`src/rtl/io_input_responder_if.sv`:
```
// io_input_responder_if: CPU IO read bus between MemOrIO (master) and the input responder (slave).
//   io_read : CPU IO read strobe
//   addr    : byte address (ALUResult)
//   rdata   : read data returned to the MemOrIO mux
`timescale 1ns/1ps
interface io_input_responder_if;
    logic        io_read;
    logic [31:0] addr;
    logic [31:0] rdata;
    modport master (output io_read, addr, input rdata);
    modport slave  (input io_read, addr, output rdata);
endinterface

```
`src/rtl/io_input_responder.sv`:
```
// io_input_responder: memory-mapped switch/button responder on the CPU IO read path.
//   clk                : CPU clock, all state on rising edge
//   rst_n              : asynchronous active-low reset
//   bus                : slave side of the IO read bus (io_read, addr in; rdata out)
//   sw_little, sw_big  : little/big switches, asynchronous
//   button0..button3   : raw bouncing push buttons, asynchronous
// Register window at IO_BASE: 0x00 little switches, 0x04 big switches,
// 0x08 debounced levels, 0x0C sticky press flags (clear on read), 0x10 button0 press count.
`timescale 1ns/1ps
module io_input_responder #(
    parameter logic [31:0] IO_BASE         = 32'hFFFF_FC00,
    parameter int          DEBOUNCE_CYCLES = 20000,
    parameter int          CNT_W           = 15
) (
    input  logic                    clk,
    input  logic                    rst_n,
    io_input_responder_if.slave     bus,
    input  logic [7:0]              sw_little,
    input  logic [7:0]              sw_big,
    input  logic                    button0,
    input  logic                    button1,
    input  logic                    button2,
    input  logic                    button3
);
    logic [19:0] pins, s1, s2;
    logic [3:0]  btn_sync, btn_level, rise, press_flag;
    logic [7:0]  press_count;
    logic [31:0] off;
    logic [2:0]  sel;
    logic        in_win, clr;

    assign pins     = {button3, button2, button1, button0, sw_big, sw_little};
    assign btn_sync = s2[19:16];

    always_ff @(posedge clk or negedge rst_n) begin
        if (!rst_n) begin
            s1 <= '0;
            s2 <= '0;
        end else begin
            s1 <= pins;
            s2 <= s1;
        end
    end

    for (genvar i = 0; i < 4; i++) begin : g_db
        logic             lvl;
        logic [CNT_W-1:0] cnt;
        logic             done;
        // accept the new level once it has differed for DEBOUNCE_CYCLES consecutive cycles
        assign done         = (btn_sync[i] != lvl) && (cnt == CNT_W'(DEBOUNCE_CYCLES - 1));
        assign rise[i]      = done & btn_sync[i];
        assign btn_level[i] = lvl;
        always_ff @(posedge clk or negedge rst_n) begin
            if (!rst_n) begin
                lvl <= 1'b0;
                cnt <= '0;
            end else begin
                cnt <= (btn_sync[i] == lvl || done) ? '0 : cnt + 1'b1;
                if (done)
                    lvl <= btn_sync[i];
            end
        end
    end

    // word offset into the window; anything below IO_BASE wraps to a huge value and misses
    assign off    = bus.addr - IO_BASE;
    assign sel    = off[4:2];
    assign in_win = bus.io_read && (off[31:5] == 27'd0);
    assign clr    = in_win && (sel == 3'd3);

    always_comb begin
        bus.rdata = !in_win     ? 32'h0 :
                    sel == 3'd0 ? {24'b0, s2[7:0]} :
                    sel == 3'd1 ? {24'b0, s2[15:8]} :
                    sel == 3'd2 ? {28'b0, btn_level} :
                    sel == 3'd3 ? {28'b0, press_flag} :
                    sel == 3'd4 ? {24'b0, press_count} : 32'h0;
    end

    // a press landing on the clearing edge survives: set is OR-ed after the clear
    always_ff @(posedge clk or negedge rst_n) begin
        if (!rst_n) begin
            press_flag  <= '0;
            press_count <= '0;
        end else begin
            press_flag  <= (clr ? 4'b0 : press_flag) | rise;
            press_count <= press_count + {7'b0, rise[0]};
        end
    end
endmodule

```
`src/flat_wrapper.sv`:
```
// flat-port wrapper written by rule: the top's interface ports become plain ports
module io_input_responder_flat 
#(
    parameter logic [31:0] IO_BASE         = 32'hFFFF_FC00,
    parameter int          DEBOUNCE_CYCLES = 20000,
    parameter int          CNT_W           = 15
)
  (clk, rst_n, sw_little, sw_big, button0, button1, button2, button3, bus_io_read, bus_addr, bus_rdata);
  io_input_responder_if bus_i ();
  input  logic clk;
  input  logic rst_n;
  input  logic [7:0] sw_little;
  input  logic [7:0] sw_big;
  input  logic button0;
  input  logic button1;
  input  logic button2;
  input  logic button3;
  input wire logic [$bits(bus_i.io_read)-1:0] bus_io_read;
  input wire logic [$bits(bus_i.addr)-1:0] bus_addr;
  output wire logic [$bits(bus_i.rdata)-1:0] bus_rdata;
  assign bus_i.io_read = bus_io_read;
  assign bus_i.addr = bus_addr;
  assign bus_rdata = bus_i.rdata;
  io_input_responder #(.IO_BASE(IO_BASE), .DEBOUNCE_CYCLES(DEBOUNCE_CYCLES), .CNT_W(CNT_W)) u_core (.clk(clk), .rst_n(rst_n), .bus(bus_i), .sw_little(sw_little), .sw_big(sw_big), .button0(button0), .button1(button1), .button2(button2), .button3(button3));
endmodule
```
`config.mk`:
```
export PLATFORM = sky130hd
export DESIGN_NAME = io_input_responder_flat
export DESIGN_NICKNAME = d
export VERILOG_FILES = /design/src/rtl/io_input_responder_if.sv /design/src/rtl/io_input_responder.sv /design/src/flat_wrapper.sv
export SDC_FILE = /design/constraint.sdc
export NUM_CORES = 1
export LEC_CHECK = 0
export BUFFER_PORTS_ARGS = -buffer_cell sky130_fd_sc_hd__buf_2
export CAP_MARGIN = 20
export CORE_MARGIN = 2
export CORE_UTILIZATION = 40
export DETAILED_ROUTE_END_ITERATION = 8
export SLEW_MARGIN = 20
export SYNTH_ARGS = -nofsm -noshare
export SYNTH_HDL_FRONTEND = slang
export SYNTH_SLANG_ARGS = --single-unit
export TNS_END_PERCENT = 20
```
`constraint.sdc`:
```
create_clock -name clk -period 2.8 [get_ports clk]
set_input_delay 0.56 -clock clk [delete_from_list [all_inputs] [get_ports clk]]
set_output_delay 0.56 -clock clk [all_outputs]
set_load 0.02 [all_outputs]
```
* Yosys cells after proc, flatten, opt, wreduce, memory -nomap -nowiden
Index checks and enable logic that the tools add are counted.
** Word-level totals
- Flip-flop bits (word level) :: 116
- Latch bits :: 0
- Bits in writable memories :: 0
- Bits in read-only memories :: 0
- Input bits :: 55
- Output and inout bits :: 32
- Memories kept :: 0
** Operators by class
- Add/subtract/negate cells :: 6
- Multipliers :: 0
- Div/mod/pow operators :: 0
- Magnitude comparators :: 0
- Equality and inequality tests :: 16
- Shifts and indexed selects :: 0
- Multiplexer cells :: 11
- Bitwise gates (word level) :: 5
- Reductions and logical operators :: 12
** Operator list (count)
- two-way mux 32 bit :: 5
- adder 15 x 1 -> 15 bit (second input constant) :: 4
- equality test 15 bit (second input constant) :: 4
- two-way mux 15 bit :: 4
- subtractor 32 bit (second input constant) :: 1
- logical NOT 27 bit :: 1
- adder 8 x 1 -> 8 bit :: 1
- two-way mux 8 bit :: 1
- equality test 3 x 2 -> 1 bit (second input constant) :: 2
- logical AND 1 bit :: 6
- bitwise AND 1 bit :: 4
- equality test 1 bit :: 4
- logical OR 1 bit :: 4
- two-way mux 4 bit :: 1
- inequality test 1 bit :: 4
- OR 4 bit :: 1
- equality test 3 x 1 -> 1 bit (second input constant) :: 1
- equality test 3 bit (second input constant) :: 1
- logical NOT 3 bit :: 1

* Depth between registers and ports, before layout
- Depth after elaboration :: 8
- Depth in mapped cells :: 10
- Mapped depth without buffers :: 10

* Least setup slack after synthesis
OpenSTA, ideal clock, no wires.
- Kind :: input-to-output
- Start :: in bus_addr[10]
- End :: out bus_rdata[1]
- Arrival :: 2346 ps
- Setup slack :: -106 ps
- Stages on the path :: 7
- Path buffers :: 0
- Cell sequence :: ha_1 > nor4b_1 > nand2_1 > a2111oi_4 > nand4_2 > nor4_4 > a21boi_1
** On the way
- Cells in the longest elaborated chain, start to end :: 4
** RTL lines
- start, declared :: RTL line flat_wrapper.sv:19 : input wire logic [$bits(bus_i.addr)-1:0] bus_addr;
- subtractor 32 bit :: RTL line io_input_responder.sv:66 : assign off = bus.addr - IO_BASE;
- logical NOT 27 bit :: RTL line io_input_responder.sv:68 : assign in_win = bus.io_read && (off[31:5] == 27'd0);
- logical AND 1 bit :: RTL line io_input_responder.sv:68
- two-way mux 32 bit :: RTL line io_input_responder.sv:72 : bus.rdata = !in_win ? 32'h0 :
- end, declared :: RTL line flat_wrapper.sv:20 : output wire logic [$bits(bus_i.rdata)-1:0] bus_rdata;
Every way passes these cells.

* Final worst setup path
- Start :: in bus_addr[16]
- End :: out bus_rdata[2]
Same word-level chain as after synthesis.

==> flow_summary.ini <==
[status]
outcome = complete, but fails checks
failed_checks = setup timing

[synth]
synthCells = 516
synth_top_area_share_pct = 53.2
synth_edf_count = 0
syn_area_mm2 = 0.00546
ys_warn_count = 0
avgSynthCellArea_um2 = 10.6
synth.top_cells.by_count = dfrtp_1 (116), nor2_1 (89), nand3_1 (38), xor2_1 (37), nand2_1 (33)
netlist_top_cells_area = dfrtp_1 (53%), nor2_1 (6.1%), xor2_1 (5.9%), xnor2_1 (5.1%), nand3_1 (3.5%)
synthFlopType = dfrtp_1
yosys.area.top_type = dfrtp_1
yosysSeqAreaShare_pct = 53.2
ys_seq_elements = 116
synthArstFlopShare_pct = 100
yosysUniqueCellTypes = 49
yosys.cell_count.top_type = dfrtp_1

[power_and_ir_drop]
powerDensity_mw_per_mm2 = 634
p_leak_nw = 3.23
ir_drop_uv = 300

[placement]
dpl.cell_count = 775
routabilityCongestion = 0.840
io_buffers = 60
hpwl_um = 7900

[worst_setup_path]
path_class = primary input to output port
critPathLaunchType = primary input
worst_ep_required_time_ps = 2240
end_kind = output port
cp.arrival_ps = 2360
worstPathMaxFanout = 8

[routing]
via_per_inst = 4.89
drcViolationCount = 0
dr.first_iter.drc_count = 201
ant_nets = 0
vias = 3955
wirelength_um = 11000
wl_per_cell_um = 13.6
dr.pass1.iters = 5

[floorplanning]
start_util_pct = 41.1
core.rowCount = 42
die_w_um = 121
die_area_mm2 = 0.0146
coreArea_mm2 = 0.0133
io_pins = 87
die_h_um = 121

[sta]
finalHoldViolations = 0
slew_headroom_pct = 61.4
fin_crit_sh_pct = 104
timing.hold.ws_ps = 151
min_period_ps = 2920
drv_slew = 0
timing.final.ws_setup_ps = -123
setup_violations = 8
worst_pin_slew_ps = 579
rsz0062_at_grt = yes
timing.fmax_mhz = 342
fin_skew_ps = 3.02

[layout]
drive_gt1_share_pct = 24.6
nFillCells = 1174
area_delta_synth_final_pct = 29.1
fin_nets = 682
multi_input_area_mm2 = 0.00251
layout.area.seq_mm2 = 0.00290
diodes = 0
stdcell_count = 809

[grt]
grt_pass1_wl_um = 18400
antenna_found_initial = 0
grt_max_degree = 52
grt_pass1_vias = 3958
grt_overflow_total = 0
grt_usage_pct = 15.9

[cts]
postCtsHoldBufs = 0
htree_num_levels = 4
cts-buffers-inserted = 17
clock_path_buffers = 2
cts_sinks = 116
cts_root_buf = clkbuf_16
clk_latency_ps = 400
cts_tree = built
clk_pin_slew_worst_paths_ps = 50

[worst_hold_path]
worst_hold_path_type = primary input to async pin

[job]
max_cap_violations = 0
-- what timing repair did --
item | CTS | global route
endpoints found under the hold margin | 0 | 0
buffers inserted | 0 | 2
gates resized for setup | 40 | 6
pin swaps | 7 | 5
setup endpoints to repair | 8 | 8
-- registers in the layout (all words and copies together) (netlist names) --
name and count:
u_core.g_db.cnt 60, u_core.g_db.lvl 4, u_core.press_count 8, u_core.press_flag 4, u_core.s1 20, u_core.s2 20
-- critical path, stage by stage --
cell       delay [ps]
buf_6              90
nand4_1           240
buf_4             160
o21ai_1           110
a2111oi_4         320
nand4_2           190
nor4_4            170
buf_6             160
a21boi_2          190
buf_6             140
-- final timing paths --
| kind | start | endpoint | slack, ps | depth (start not counted) |
|---|---|---|---|---|
| max reg2reg | u_core.g_db[0].cnt[6] | u_core.press_count[6] | 340 | 10 |
| min reg2reg | u_core.s1[1] | u_core.s2[1] | 350 | 0 |
| max in group asynchronous | rst_n | u_core.g_db[2].cnt[5] | 1940 | 2 |
| min in group clk | sw_little[6] | u_core.s1[6] | 260 | 1 |
| max | bus_addr[16] | bus_rdata[2] | -120 | 10 |
| min | rst_n | u_core.g_db[1].cnt[13] | 150 | 1 |
-- layer usage --
layer | up-vias | GRT usage, % | share of wire (%)
met3 | 11 | 3.77 | 5.9
li1 | 1926 | - | -
met5 | - | 0 | 0
met2 | 126 | 26.1 | 47
met4 | 0 | 5.81 | 1.3
met1 | 1892 | 20.6 | 45
-- logic make-up (layout without fill, tap and decap cells) --
group	count (synthesis)	count (layout)	synth area share, %
other	1	24	0.0687
AOI/OAI and AO/OA	29	29	3.67
DFF	116	116	53.2
muxes	13	13	3.16
buffers and inverters	45	139	4.79
adders and majority gates	7	7	1.60
and+or+nand+nor	236	236	22.4
xor gates and xnor gates	69	69	11.1
-- power breakdown --
part | total [mW] | internal, mW | switching [mW]
sequential | 1.75 | 1.72 | 0.0251
clock | 2.44 | 1.68 | 0.765
combinational | 0.279 | 0.111 | 0.168
-- cells in the final DEF, fill, tap and decap left out, types with 5 or more instances in the layout --
| cell type | Yosys | routed |
|---|---|---|
| buf_4 | 24 | 30 |
| nand2b_1 | 6 | 6 |
| nand4_1 | 14 | 14 |
| conb_1 | 1 | 24 |
| inv_1 | 13 | 13 |
| nand3_1 | 38 | 37 |
| o21ai_0 | 6 | 5 |
| nor3_1 | 6 | 5 |
| xnor2_1 | 32 | 30 |
| and3_1 | 17 | 16 |
| mux2i_1 | 6 | 6 |
| nand2_1 | 33 | 33 |
| ha_1 | 7 | 6 |
| bufinv_16 | 0 | 6 |
| clkbuf_16 | 0 | 17 |
| dfrtp_1 | 116 | 116 |
| buf_2 | 2 | 43 |
| and4_1 | 5 | 5 |
| nor2_1 | 89 | 89 |
| a21oi_1 | 8 | 8 |
| xor2_1 | 37 | 37 |
| buf_6 | 0 | 17 |
-- final cells by class --
cell class,count,share of cell area (%)
Tap cell,176,3.13
Inverter,13,0.693
Sequential cell,116,41.2
Clock buffer,17,6.04
Multi-Input combinational cell,378,35.6
Clock inverter,15,3.59
Timing Repair Buffer,94,9.79
-- metrics by stage --
| stage | power (mW) | setup WS (ps) | util, % | cell area, µm² | setup TNS [ps] |
|---|---|---|---|---|---|
| finish | 4.47 | -123 | 53.0 | 7050 | -886 |
| global route | 4.64 | -256 | 53.0 | 7050 | -1940 |
| CTS | 4.52 | -130 | 52.7 | 7000 | -982 |
| detailed placement | 2.03 | -317 | 46.2 | 6140 | -2430 |
| global placement | 2.02 | -280 | 46.2 | 6140 | -2050 |
| floorplan | 1.92 | 13.0 | - | 5580 | 0 |
Note: power is estimated with default switching activity, not from simulation.
